## config.mk

```make
export PLATFORM = sky130hd
export DESIGN_NAME = lif_spike_monitor
export DESIGN_NICKNAME = d
export VERILOG_FILES = /design/src/rtl/lif_mon_pkg.sv /design/src/rtl/lif_sat_counter.sv /design/src/rtl/lif_spike_monitor.sv
export SDC_FILE = /design/constraint.sdc
export NUM_CORES = 1
export LEC_CHECK = 0
export CAP_MARGIN = 20
export CORE_MARGIN = 2
export CORE_UTILIZATION = 35
export CTS_CLUSTER_DIAMETER = 120
export CTS_CLUSTER_SIZE = 10
export DETAILED_ROUTE_END_ITERATION = 12
export SYNTH_ARGS = -nofsm -noshare
export SYNTH_HDL_FRONTEND = slang
export SYNTH_SLANG_ARGS = --single-unit
```

## constraint.sdc

```tcl
create_clock -name clk -period 1.8 [get_ports clk]
set_input_delay 0.18 -clock clk [delete_from_list [all_inputs] [get_ports clk]]
set_output_delay 0.18 -clock clk [all_outputs]
set_load 0.05 [all_outputs]
```

## src/rtl/lif_mon_pkg.sv

```systemverilog
// Shared types and default sizing for the LIF spike monitor.
package lif_mon_pkg;

  typedef enum logic [1:0] {
    IDLE   = 2'd0,
    ARMED  = 2'd1,
    TIMING = 2'd2
  } state_t;

  localparam int CNT_W_DEF      = 8;
  localparam int ISI_W_DEF      = 8;
  localparam int WINDOW_LEN_DEF = 256;

endpackage

```

## src/rtl/lif_sat_counter.sv

```systemverilog
// Saturating up-counter; clr zeroes first, so clr together with inc loads 1.
module lif_sat_counter #(
  parameter int W = 8
) (
  input  logic         clk,
  input  logic         rst,
  input  logic         clr,
  input  logic         inc,
  output logic [W-1:0] cnt
);

  always_ff @(posedge clk) begin
    if (rst) begin
      cnt <= '0;
    end else if (clr) begin
      cnt <= {{(W-1){1'b0}}, inc};
    end else if (inc && (cnt != {W{1'b1}})) begin
      cnt <= cnt + W'(1);
    end
  end

endmodule

```

## src/rtl/lif_spike_monitor.sv

```systemverilog
// Spike-train monitor: per-window spike rate and inter-spike interval.
//   state  | meaning
//   IDLE   | disabled, counters held at 0, outputs hold last values
//   ARMED  | window running, waiting for the first event to start ISI timing
//   TIMING | window running, ISI timer counting since the last event
module lif_spike_monitor
  import lif_mon_pkg::*;
#(
  parameter int WINDOW_LEN = WINDOW_LEN_DEF,
  parameter int CNT_W      = CNT_W_DEF,
  parameter int ISI_W      = ISI_W_DEF
) (
  input  logic             clk,
  input  logic             rst,
  input  logic             en,
  input  logic             spike,
  output logic [CNT_W-1:0] rate_out,
  output logic             rate_valid,
  output logic [ISI_W-1:0] isi_out,
  output logic             isi_valid,
  output logic             isi_ovf,
  output logic             busy
);

  localparam int WCW = $clog2(WINDOW_LEN);
  localparam logic [WCW-1:0] WLAST = WCW'(WINDOW_LEN - 1);

  state_t           state;
  logic             spike_q;
  logic [WCW-1:0]   wcnt;
  logic [CNT_W-1:0] scnt;
  logic [ISI_W-1:0] timer;

  logic             spk_evt;
  logic             active;
  logic             win_close;
  logic             scnt_clr, scnt_inc;
  logic             tmr_clr, tmr_inc;
  logic [CNT_W:0]   rate_sum;
  logic [CNT_W-1:0] rate_sat;

  assign spk_evt   = spike & ~spike_q;
  assign active    = en && (state != IDLE);
  assign win_close = active && (wcnt == WLAST);

  // An event on the closing cycle goes into rate_out, not into the next window.
  assign scnt_clr = ~active | win_close;
  assign scnt_inc = active & spk_evt & ~win_close;
  assign tmr_clr  = ~active | spk_evt;
  assign tmr_inc  = active & (spk_evt | (state == TIMING));

  assign rate_sum = {1'b0, scnt} + {{CNT_W{1'b0}}, spk_evt};
  assign rate_sat = rate_sum[CNT_W] ? {CNT_W{1'b1}} : rate_sum[CNT_W-1:0];

  lif_sat_counter #(.W(CNT_W)) u_scnt (
    .clk (clk),
    .rst (rst),
    .clr (scnt_clr),
    .inc (scnt_inc),
    .cnt (scnt)
  );

  lif_sat_counter #(.W(ISI_W)) u_timer (
    .clk (clk),
    .rst (rst),
    .clr (tmr_clr),
    .inc (tmr_inc),
    .cnt (timer)
  );

  always_ff @(posedge clk) begin
    if (rst) begin
      state      <= IDLE;
      spike_q    <= 1'b0;
      wcnt       <= '0;
      rate_out   <= '0;
      rate_valid <= 1'b0;
      isi_out    <= '0;
      isi_valid  <= 1'b0;
      isi_ovf    <= 1'b0;
      busy       <= 1'b0;
    end else begin
      spike_q    <= spike;
      rate_valid <= 1'b0;
      isi_valid  <= 1'b0;
      wcnt       <= (!active || win_close) ? '0 : wcnt + WCW'(1);
      if (win_close) begin
        rate_out   <= rate_sat;
        rate_valid <= 1'b1;
      end
      // Every enabled state leads to ARMED or TIMING, so busy simply follows en.
      busy <= en;
      if (!en) begin
        state <= IDLE;
      end else begin
        case (state)
          IDLE:    state <= ARMED;
          ARMED:   if (spk_evt) state <= TIMING;
          TIMING: begin
            if (spk_evt) begin
              isi_out   <= timer;
              isi_valid <= 1'b1;
              isi_ovf   <= (timer == {ISI_W{1'b1}});
            end
          end
          default: state <= IDLE;
        endcase
      end
    end
  end

endmodule

```

==> impl_metrics.toml <==
[placement]
hpwl_um = 3530
port_buffers = 23
place_congestion = 0.819

[drt]
vias_per_cell = 5.24
num_vias = 1890
detail-route-antenna-nets = 0
drc = 0
drtIter0Drc = 59
drtPass1Iterations = 4
wl_per_cell_um = 13.2
routed_wl_um = 4780

[floorplan]
core_region_area_um2 = 5890
die_width_um = 81.9
die_area_um2 = 6710
pin_count = 24
die_y_um = 81.9
num_rows = 28
initial_core_util = 0.361

[clock_tree]
clockBufferDepth = 2
post_cts_buffers = 0
ctsHoldBuffers = 0
htree_levels = 2
numClockSinks = 47
clk_root_buffer_cell = "clkbuf_8"
cts_buffers = 5
cts_tree = "done"
clk_pin_slew_worst_paths_ns = 0.09
insertion_delay_ns = 0.30

[critical_path]
cp.required_ns = 2.03
worst_path_max_delay_cell = "or4_1"
critPathMaxStageDelay_ns = 0.47
cp_max_fo = 5
arrival_ns = 1.98
cp-start-kind = "register"
end_kind = "register"
rrSetupSlack_ns = 0.05
critPathKind = "reg -> reg"
path_cells = "ha_2 -> and4_4 -> a211o_4 -> or4_1 -> a21oi_1"

[final_layout]
n_antenna_cell = 0
final_cell_mix = "dfxtp_1 (46), buf_4 (27), nor2_1 (26)"
finalNetCount = 294
drive_gt1_frac = 0.171
layout_commonest_cell = "dfxtp_1"
synthToLayoutAreaGrowth_pct = 30.8

[timing]
slew_headroom = 0.613
grt_setup_unrepaired = "true"
fmax_mhz = 572
period_share = 0.972
finalHoldViolCount = 0
holdWs_ns = 0.477
clock_skew_ns = 0.00748
fin_tns_setup_ns = 0
min_period_ns = 1.75
worst_pin_slew_ns = 0.574
drv_slew = 0
setup_viol = 0

[global_route]
antenna_found_initial = 0
grt_usage = 0.153
grt_max_degree = 22
grt_pass1_wl_um = 8050
grt_pass1_vias = 1750
overflow = 0

[yosys]
syn_area_per_cell_um2 = 9.00
ys.flop_type = "dfxtp_1"
ys_seq_area_frac = 0.443
ys_async_sr_fraction = 0
synth_edf_count = 0
synth-warning-count = 0
synth_fp_nets = 245
synth_cell_types = 41
ys_ff_latch = 47
synthCells = 236
syn_area_um2 = 2120

[power]
ir_drop_mv = 0.363
pwr_density_cell_nw_per_um2 = 692
leakagePower_nw = 0.949
p_int_mw = 1.50
comb_power_share = 0.047
clockPowerShare = 0.407
p_switching_uw = 420
power_frac_seq = 0.546
p_sw_frac = 0.219

[run]
drv_cap = 0

[min_path]
worstHoldPathType = "reg -> reg"

[status]
status = "finished clean"
==> per-stage QoR <==
step                      cell area (um^2)  instances  total power [mW]  setup slack (ns)  utilization
after floorplan                       2120        236              1.11           0.00361            -
after global placement                2620        352              1.16            -0.161        0.446
after detailed placement              2620        352              1.16            -0.181        0.446
after CTS                             2760        361              1.94            0.0292        0.469
after global routing                  2780        361              1.99          -0.00323        0.472
final                                 2780        361              1.92            0.0505        0.472
==> cells in the mapped netlist, drive strengths merged (3+ instances only) <==
cell type   n  area, um^2
a22oi       3        22.5
clkbuf      8        30.0
xor2        4        35.0
o31ai       4        30.0
nor3        4        20.0
and4        4        37.5
nand3      12        60.1
nor4        3        18.8
xnor2       6        52.6
a21oi      11        55.1
nand2      13        48.8
nor2b       3        18.8
o21ai       7        35.0
dfxtp      47         941
and3        4        30.0
ha          5        62.6
nand2b     10        62.6
or4         6        45.0
o41ai       5        43.8
mux2i      12         120
nand4       4        25.0
inv         9        33.8
a211oi      7        52.6
nor2       27         101
==> critical path, delay by kind of cell, from the launching register on <==
kind,cells,cell delay (ns)
fa+ha+maj,1,0.20
compound gates,2,0.49
simple gates,2,0.67
flops,1,0.32
==> timing repair <==
item                                    4_1_cts  5_1_grt
pin swaps                                     1        2
endpoints found under the setup margin        1        4
gates cloned                                  1        0
resized for setup                             2        6
==> path summary, 6_finish.rpt <==
path / start / cells past startpoint / endpoint
setup / recovery: wcnt[0]$_SDFF_PP0_ / 5 / u_scnt.cnt[6]$_SDFFE_PP0P_
hold / removal: rate_out[4]$_SDFFE_PP0P_ / 2 / rate_out[4]$_SDFFE_PP0P_
setup reg to reg: wcnt[0]$_SDFF_PP0_ / 5 / u_scnt.cnt[6]$_SDFFE_PP0P_
hold reg to reg: rate_out[4]$_SDFFE_PP0P_ / 2 / rate_out[4]$_SDFFE_PP0P_
==> cell families (layout without fill, tap and decap cells) <==
kind of cell	count (synthesis)	after routing	share of synthesized area
xor gates and xnor gates	10	10	0.0412
muxes	12	12	0.0566
buffers and inverters	19	68	0.0377
AOI/OAI and AO/OA	47	48	0.151
DFF	47	47	0.443
and+or+nand+nor	96	96	0.240
adders and majority gates	5	5	0.0295
==> registers in the layout, indices dropped and copies added, names as in the netlist, 2 cells and up <==
signal,cells
isi_out,8
rate_out,8
state,2
u_scnt.cnt,8
u_timer.cnt,8
wcnt,8
==> area by class of cell <==
cell class                 instances  area [um^2]
fill                             589         3110
multi-input combinational        171         1140
sequential                        47          942
timing repair buffer              51          453
tap                               75         93.8
clock buffer                       5         68.8
clock inverter                     3         43.8
inverter                           9         33.8
==> layer usage <==
metal	vias up	global-route usage	wire [um]	share of wire
met1	882	0.204	2330	0.49
met5	-	0	0	0
li1	968	-	-	-
met2	33	0.249	2230	0.47
met3	7	0.0297	172	0.036
met4	0	0.0450	46	0.0096
==> power groups by stage <==
stage	sequential [mW]	clock [mW]	combinational [mW]
floorplan	1.08	0	0.0347
global placement	1.07	0	0.0837
detailed placement	1.07	0	0.0842
CTS	1.05	0.808	0.0873
global route	1.05	0.846	0.0978
finish	1.05	0.782	0.0900
Power figures use the tool's default switching activity.
